File: config.mk
export PLATFORM = sky130hd
export DESIGN_NAME = multi_alarm_clock
export DESIGN_NICKNAME = d
export VERILOG_FILES = /design/src/rtl/multi_alarm_clock.sv
export SDC_FILE = /design/constraint.sdc
export NUM_CORES = 1
export LEC_CHECK = 0
export ABC_AREA = 1
export CAP_MARGIN = 10
export CELL_PAD_IN_SITES_DETAIL_PLACEMENT = 1
export CELL_PAD_IN_SITES_GLOBAL_PLACEMENT = 2
export CORE_MARGIN = 5
export CORE_UTILIZATION = 36
export CTS_CLUSTER_SIZE = 12
export DETAILED_ROUTE_END_ITERATION = 16
export PLACE_DENSITY_LB_ADDON = 0.1
export SLEW_MARGIN = 20
export SYNTH_ARGS = -nofsm -noshare
export SYNTH_HDL_FRONTEND = slang
export SYNTH_SLANG_ARGS = --single-unit
export TNS_END_PERCENT = 50
File: constraint.sdc
create_clock -name clk -period 3.61 [get_ports clk]
set_input_delay 0.722 -clock clk [delete_from_list [all_inputs] [get_ports clk]]
set_output_delay 0.722 -clock clk [all_outputs]
set_load 0.05 [all_outputs]
File: src/rtl/multi_alarm_clock.sv
// Multi-alarm BCD time-of-day clock with per-alarm DISARMED/ARMED/RINGING FSMs.
// Define ALARM_SNOOZE_EN to add the SNOOZED state and its per-alarm countdown.
module multi_alarm_clock #(
    parameter int unsigned CLK_FREQ   = 50_000_000,
    parameter int unsigned NUM_ALARMS = 4,
    parameter int unsigned RING_SEC   = 60,
    parameter int unsigned SNOOZE_MIN = 5,
    localparam int unsigned SEL_W     = (NUM_ALARMS > 1) ? $clog2(NUM_ALARMS) : 1
) (
    input  logic                  clk,
    input  logic                  reset,
    input  logic [1:0]            H_in1,
    input  logic [3:0]            H_in0,
    input  logic [3:0]            M_in1,
    input  logic [3:0]            M_in0,
    input  logic                  LD_time,
    input  logic                  LD_alarm,
    input  logic [SEL_W-1:0]      AL_sel,
    input  logic                  AL_clr,
    input  logic                  STOP_al,
    input  logic                  SNOOZE,
    output logic [NUM_ALARMS-1:0] alarm,
    output logic                  alarm_any,
    output logic                  tick,
    output logic [1:0]            H_out1,
    output logic [3:0]            H_out0,
    output logic [3:0]            M_out1,
    output logic [3:0]            M_out0,
    output logic [3:0]            S_out1,
    output logic [3:0]            S_out0
);

    localparam int unsigned CNT_W  = (CLK_FREQ > 1) ? $clog2(CLK_FREQ) : 1;
    localparam int unsigned RING_W = 8;
    localparam int unsigned HM_W   = 14;

    localparam logic [CNT_W-1:0]  CNT_MAX   = CNT_W'(CLK_FREQ - 1);
    localparam logic [RING_W-1:0] RING_LOAD = RING_W'(RING_SEC);

    localparam logic [1:0] ST_DISARMED = 2'd0;
    localparam logic [1:0] ST_ARMED    = 2'd1;
    localparam logic [1:0] ST_RINGING  = 2'd2;
`ifdef ALARM_SNOOZE_EN
    localparam logic [1:0] ST_SNOOZED  = 2'd3;
    localparam int unsigned SNZ_W      = 12;
    localparam logic [SNZ_W-1:0] SNZ_LOAD = SNZ_W'(SNOOZE_MIN * 60);
`else
    logic unused_snooze;
    assign unused_snooze = SNOOZE | (SNOOZE_MIN == 0);
`endif

    logic [CNT_W-1:0]      cnt;
    logic [CNT_W-1:0]      cnt_next;
    logic                  in_valid;
    logic                  ld_time_ok;
    logic                  ld_alarm_ok;
    logic                  time_adv;
    logic [HM_W-1:0]       in_hm;
    logic [HM_W-1:0]       inc_hm;
    logic [1:0]            inc_h1;
    logic [3:0]            inc_h0;
    logic [3:0]            inc_m1;
    logic [3:0]            inc_m0;
    logic [3:0]            inc_s1;
    logic [3:0]            inc_s0;
    logic                  inc_at_min;
    logic [NUM_ALARMS-1:0] alarm_next;

    // Loaded hh:mm must be a legal 24-hour BCD time.
    assign in_valid = ((H_in1 < 2'd2) || ((H_in1 == 2'd2) && (H_in0 <= 4'd3)))
                      && (H_in0 <= 4'd9) && (M_in1 <= 4'd5) && (M_in0 <= 4'd9);
    assign ld_time_ok  = LD_time && in_valid;
    assign ld_alarm_ok = LD_alarm && in_valid;
    assign in_hm       = {H_in1, H_in0, M_in1, M_in0};

    assign cnt_next = (cnt == CNT_MAX) ? '0 : cnt + CNT_W'(1);
    // A load wins over the tick, so only unloaded ticks advance time or fire alarms.
    assign time_adv = tick && !ld_time_ok;

    // Current time plus one second, BCD with full carry chain.
    always_comb begin
        inc_h1 = H_out1;
        inc_h0 = H_out0;
        inc_m1 = M_out1;
        inc_m0 = M_out0;
        inc_s1 = S_out1;
        inc_s0 = S_out0 + 4'd1;
        if (S_out0 == 4'd9) begin
            inc_s0 = 4'd0;
            inc_s1 = S_out1 + 4'd1;
            if (S_out1 == 4'd5) begin
                inc_s1 = 4'd0;
                inc_m0 = M_out0 + 4'd1;
                if (M_out0 == 4'd9) begin
                    inc_m0 = 4'd0;
                    inc_m1 = M_out1 + 4'd1;
                    if (M_out1 == 4'd5) begin
                        inc_m1 = 4'd0;
                        if ((H_out1 == 2'd2) && (H_out0 == 4'd3)) begin
                            inc_h1 = 2'd0;
                            inc_h0 = 4'd0;
                        end else if (H_out0 == 4'd9) begin
                            inc_h0 = 4'd0;
                            inc_h1 = H_out1 + 2'd1;
                        end else begin
                            inc_h0 = H_out0 + 4'd1;
                        end
                    end
                end
            end
        end
    end

    assign inc_hm     = {inc_h1, inc_h0, inc_m1, inc_m0};
    assign inc_at_min = (inc_s1 == 4'd0) && (inc_s0 == 4'd0);

    // Prescaler, tick pulse and time-of-day registers.
    always_ff @(posedge clk) begin
        if (reset) begin
            cnt    <= '0;
            tick   <= 1'b0;
            H_out1 <= 2'd0;
            H_out0 <= 4'd0;
            M_out1 <= 4'd0;
            M_out0 <= 4'd0;
            S_out1 <= 4'd0;
            S_out0 <= 4'd0;
        end else if (ld_time_ok) begin
            cnt    <= '0;
            tick   <= (CLK_FREQ == 1);
            H_out1 <= H_in1;
            H_out0 <= H_in0;
            M_out1 <= M_in1;
            M_out0 <= M_in0;
            S_out1 <= 4'd0;
            S_out0 <= 4'd0;
        end else begin
            cnt  <= cnt_next;
            tick <= (cnt_next == CNT_MAX);
            if (tick) begin
                H_out1 <= inc_h1;
                H_out0 <= inc_h0;
                M_out1 <= inc_m1;
                M_out0 <= inc_m0;
                S_out1 <= inc_s1;
                S_out0 <= inc_s0;
            end
        end
    end

    for (genvar i = 0; i < int'(NUM_ALARMS); i++) begin : g_alarm
        logic [1:0]        st;
        logic [1:0]        st_n;
        logic [RING_W-1:0] ring;
        logic [RING_W-1:0] ring_n;
        logic [HM_W-1:0]   al_hm;
        logic              sel_hit;
        logic              clr_hit;
        logic              ld_hit;
        logic              trig;
        logic              stoppable;
`ifdef ALARM_SNOOZE_EN
        logic [SNZ_W-1:0]  snz;
        logic [SNZ_W-1:0]  snz_n;

        assign stoppable = (st == ST_RINGING) || (st == ST_SNOOZED);
`else
        assign stoppable = (st == ST_RINGING);
`endif

        // Out-of-range selects match no alarm and are therefore ignored.
        assign sel_hit = (AL_sel == SEL_W'(i));
        assign clr_hit = sel_hit && AL_clr;
        assign ld_hit  = sel_hit && ld_alarm_ok && !AL_clr;
        assign trig    = time_adv && inc_at_min && (inc_hm == al_hm);

        // Next-state: select > stop > snooze > trigger/timeout.
        always_comb begin
            st_n   = st;
            ring_n = ring;
`ifdef ALARM_SNOOZE_EN
            snz_n  = snz;
`endif
            if (clr_hit) begin
                st_n   = ST_DISARMED;
                ring_n = '0;
`ifdef ALARM_SNOOZE_EN
                snz_n  = '0;
`endif
            end else if (ld_hit || (STOP_al && stoppable)) begin
                st_n   = ST_ARMED;
                ring_n = '0;
`ifdef ALARM_SNOOZE_EN
                snz_n  = '0;
            end else if (SNOOZE && (st == ST_RINGING)) begin
                st_n   = ST_SNOOZED;
                ring_n = '0;
                snz_n  = SNZ_LOAD;
`endif
            end else begin
                case (st)
                    ST_ARMED: begin
                        if (trig) begin
                            st_n   = ST_RINGING;
                            ring_n = RING_LOAD;
                        end
                    end
                    ST_RINGING: begin
                        if (tick) begin
                            if (ring <= RING_W'(1)) begin
                                st_n   = ST_ARMED;
                                ring_n = '0;
                            end else begin
                                ring_n = ring - RING_W'(1);
                            end
                        end
                    end
`ifdef ALARM_SNOOZE_EN
                    ST_SNOOZED: begin
                        if (tick) begin
                            if (snz <= SNZ_W'(1)) begin
                                st_n   = ST_RINGING;
                                ring_n = RING_LOAD;
                                snz_n  = '0;
                            end else begin
                                snz_n = snz - SNZ_W'(1);
                            end
                        end
                    end
`endif
                    default: ;
                endcase
            end
        end

        always_ff @(posedge clk) begin
            if (reset) begin
                st    <= ST_DISARMED;
                ring  <= '0;
                al_hm <= '0;
`ifdef ALARM_SNOOZE_EN
                snz   <= '0;
`endif
            end else begin
                st   <= st_n;
                ring <= ring_n;
`ifdef ALARM_SNOOZE_EN
                snz  <= snz_n;
`endif
                if (ld_hit) begin
                    al_hm <= in_hm;
                end
            end
        end

        assign alarm_next[i] = (st_n == ST_RINGING);
    end

    // Ringing flags registered from next state so they track RINGING exactly.
    always_ff @(posedge clk) begin
        if (reset) begin
            alarm     <= '0;
            alarm_any <= 1'b0;
        end else begin
            alarm     <= alarm_next;
            alarm_any <= |alarm_next;
        end
    end

endmodule

==> impl_metrics.json <==
{
  "synth.area.mux_share_pct": 0,
  "synth_enable_flop_cells": 0,
  "pwr_density_cell_nw_per_um2": 520,
  "gp_routability_congestion": 0.812,
  "initial_utilization_pct": 36.6,
  "yosys.cell_types.count": 51,
  "totalNegativeSetupSlack_ps": 0,
  "drive_above_1_share_pct": 8.86,
  "std_cell_rows": 57,
  "die_y_um": 167,
  "yosys_most_used_dff": "dfxtp_1",
  "crit_buf_inv": 3,
  "synth-seq-cells": 150,
  "fin_nets": 1467,
  "max_freq_mhz": 315,
  "ff2ff_setup_slack_ps": 440,
  "mappedNetlistNets": 1395,
  "viasPerCell": 5.07,
  "slew_viol_final": 0,
  "utilization_pct": 43.3,
  "cts-buffers-inserted": 17,
  "clkSinkCount": 150,
  "timing.hold.worst.start": "g_alarm[1].al_hm[2]$_SDFFE_PP0P_",
  "cts.htree.levels": 4,
  "yosys.area_share.adder_pct": 3.36,
  "power_frac_seq_pct": 34.2,
  "synth_sequential_area_ratio_pct": 33.6,
  "root_driver": "clkbuf_16",
  "comb_power_share_pct": 30.3,
  "max_slew.worst_pin.slew_ps": 669,
  "switching_power_mw": 1.97,
  "placement.io_buffers": 49,
  "drt_drc_violations_left": 0,
  "timing.critical_path.cells": "inv_1 > ha_1 > nand3_4 > inv_1 > nand2_2 > nor2_4 > nand3_1 > nand2_2 > nand2_1 > nand2_1 > nand3_1 > nor3b_1 > nand3_1 > o21ai_1 > nand2_2 > inv_2 > nand2_1 > a21oi_1",
  "synth_common_cells": "nand2_1, nor2_1, inv_1, dfxtp_1, nand3_1",
  "design.portCount": 51,
  "fp.dieArea_sq_um": 28000,
  "ff2ff_path_depth": 18,
  "gr-total-overflow": 0,
  "clock_insertion_delay_worst_skew_ps": 440,
  "worstHoldEndpoint": "g_alarm[1].al_hm[2]$_SDFFE_PP0P_",
  "criticalPathCategory": "reg2reg",
  "timing.critical_path.arrival_ps": 3540,
  "critPathCaptureType": "register",
  "detailedRoute.firstIterationViolations": 355,
  "syn_area_sq_um": 8920,
  "worst_hold_path.num_cells": 2,
  "post-synth-top-area-fraction_pct": 33.6,
  "setup_violations_final": 0,
  "worst_path_max_delay_cell": "nor3b_1",
  "antennaDiodeCount": 0,
  "core_sq_um": 24400,
  "class_of_the_most_critical_hold_timing_path": "reg2reg",
  "main_combinational_cell_family_by_area_after_synthesis": "simple AND/OR/NAND/NOR gates",
  "cts_tree": "built",
  "hold_viol_final": 0,
  "die-width_um": 167,
  "start_kind": "register",
  "timing.max_cap.violations": 0,
  "power.internal_mw": 3.52,
  "antenna_found_initial": 0,
  "post-synth-top-count-cell": "nand2_1",
  "syn-mean-instance-area_sq_um": 6.62,
  "grt_first_pass_wirelength_um": 47400,
  "run_status": "completed",
  "ir_worst_vdd_mv": 0.368,
  "required_ps": 3970,
  "synth-async-reset-ratio_pct": 0,
  "number_of_global_route_vias_before_repair": 9085,
  "largest_net_degree_at_the_start_of_global_routing": 33,
  "swShare_pct": 35.9,
  "detailedPlacementHpwl_um": 22200,
  "timing.critical_path.max_delay_family": "simple AND/OR/NAND/NOR gates",
  "synthTopCellsByArea": "dfxtp_1, nand2_1, nor2_1",
  "wl_per_cell_um": 16.5,
  "syn_inst": 1348,
  "fin_worst_skew_ps": 15.1,
  "synthDominantAreaCellType": "dfxtp_1",
  "share_clk_of_total_power_pct": 35.5,
  "post_synth_xor_area_fraction_pct": 3.73,
  "wirelength_um": 29000,
  "total_leakage_power_nw": 4.43,
  "post_synthesis_compound_gate_area_fraction_pct": 13.6,
  "clock_tree.buffer_depth": 2,
  "final.period_utilization_pct": 87.9,
  "crit_start": "M_out0[1]$_SDFFE_PP0P_",
  "detail_route.first_pass.iterations": 4,
  "clkTransAtPathRegs_ps": 70,
  "regToRegEndpoint": "g_alarm[3].ring[0]$_SDFFE_PP0P_",
  "ant_nets": 0,
  "post-cts-setup-buffers": 0,
  "total_number_of_vias": 8900,
  "synthToLayoutAreaGrowth_pct": 18.3,
  "min_cycle_time_layout_ps": 3170,
  "reg2reg_from": "M_out0[1]$_SDFFE_PP0P_",
  "cpPeakStageDelay_ps": 360,
  "yosys_warnings": 0,
  "cp_max_fo": 12,
  "grt_setup_unrepaired": "no",
  "max_slew_margin_pct": 55.4,
  "post_synth_simple_gate_area_pct": 36.5,
  "track_usage_pct": 20.8
}
-- kinds of logic (layout without fill, tap and decap cells) --
| family | Yosys count | in the layout |
|---|---|---|
| adder cells (fa/ha/maj) | 24 | 24 |
| XOR/XNOR | 38 | 38 |
| buffers and inverters | 210 | 295 |
| AND/OR/NAND/NOR | 705 | 705 |
| flip-flops | 150 | 150 |
| AO/OA/AOI/OAI | 221 | 221 |
-- cell usage in the layout, fill, tap and decap left out, types with 3 or more instances in the layout --
cell type | netlist | layout
clkdlybuf4s50_1 | 0 | 49
bufinv_16 | 0 | 4
clkinv_4 | 0 | 3
nand3_4 | 6 | 6
xor2_1 | 28 | 28
nor3b_1 | 5 | 5
buf_4 | 1 | 31
nand3_1 | 93 | 93
clkbuf_16 | 0 | 17
nand2_1 | 291 | 290
nor3_1 | 31 | 31
a211oi_1 | 3 | 3
nand4_1 | 21 | 21
nand3_2 | 5 | 5
nand2_2 | 18 | 19
inv_1 | 171 | 171
clkinv_1 | 3 | 3
nor4_1 | 4 | 4
o2111ai_1 | 5 | 5
or2_2 | 4 | 4
nor2_1 | 187 | 187
xnor2_1 | 10 | 10
a31oi_1 | 8 | 8
nand2_4 | 7 | 7
a21oi_1 | 87 | 87
nand3b_1 | 14 | 14
o21ai_0 | 87 | 87
nor2_4 | 6 | 6
o21ai_1 | 13 | 13
clkinvlp_4 | 0 | 3
inv_6 | 0 | 3
dfxtp_1 | 150 | 150
nor2_2 | 4 | 4
ha_1 | 24 | 24
inv_2 | 9 | 9
-- metal layers --
metal	wire [um]	vias up	global-route usage [%]
met2	14300	91	36.9
met3	762	28	3.16
met4	372	0	4.52
met1	13600	4260	26.9
li1	-	4521	-
met5	0	-	0
-- stage by stage --
| step | hold WS (ps) | setup slack, ps | power (mW) | instance area [sq um] | cells |
|---|---|---|---|---|---|
| 6_report | 470 | 437 | 5.49 | 10600 | 1757 |
| 5_1_grt | 486 | 124 | 5.86 | 10600 | 1757 |
| 4_1_cts | 473 | 266 | 5.55 | 10600 | 1757 |
| 3_5_place_dp | 463 | 96.6 | 3.58 | 9920 | 1725 |
| 3_3_place_gp | 450 | 156 | 3.56 | 9920 | 1725 |
| 2_1_floorplan | 425 | 812 | 3.14 | 8920 | 1348 |
-- flip-flops by register name, summed over array words and instances (netlist names), 8 cells and up --
signal	cells
g_alarm.al_hm	56
g_alarm.ring	32
cnt	26
g_alarm.st	8
-- worst reg2reg max path, delay by kind of cell, from the launching register on --
kind	cells	cell delay [ps]
AND/OR/NAND/NOR	12	1840
buffers and inverters	3	480
adder cells (fa/ha/maj)	1	210
AO/OA/AOI/OAI	2	240
flip-flops	1	330
-- area by class of cell --
| type | count | area [sq um] |
|---|---|---|
| fill | 3188 | 13800 |
| sequential | 150 | 3000 |
| inverter | 183 | 687 |
| clock buffer | 19 | 433 |
| clock inverter | 13 | 195 |
| tap | 324 | 405 |
| multi-input combinational | 988 | 5110 |
| timing repair buffer | 80 | 723 |
-- worst max path at each step --
stage / end / slack [ps] / cells past startpoint
5_1_grt: g_alarm[3].ring[6]$_SDFFE_PP0P_ / 120 / 18
6_report: g_alarm[3].ring[0]$_SDFFE_PP0P_ / 440 / 18
3_3_place_gp: g_alarm[3].ring[2]$_SDFFE_PP0P_ / 160 / 18
4_1_cts: g_alarm[3].ring[0]$_SDFFE_PP0P_ / 270 / 18
3_5_place_dp: g_alarm[1].ring[7]$_SDFFE_PP0P_ / 100 / 17
2_1_floorplan: g_alarm[3].ring[4]$_SDFFE_PP0P_ / 810 / 17
-- power by group through the flow --
stage	registers, mW	clock network, mW	logic, mW
final	1.88	1.95	1.66
after global routing	1.89	2.05	1.91
after detailed placement	1.91	0	1.66
after global placement	1.91	0	1.64
after CTS	1.88	1.99	1.68
after floorplan	1.96	0	1.18
-- what timing repair did --
item,in CTS,in global routing
gates resized for setup,0,1
hold buffers,0,0
setup endpoints to repair,0,4
(Power assumes the default switching activity.)
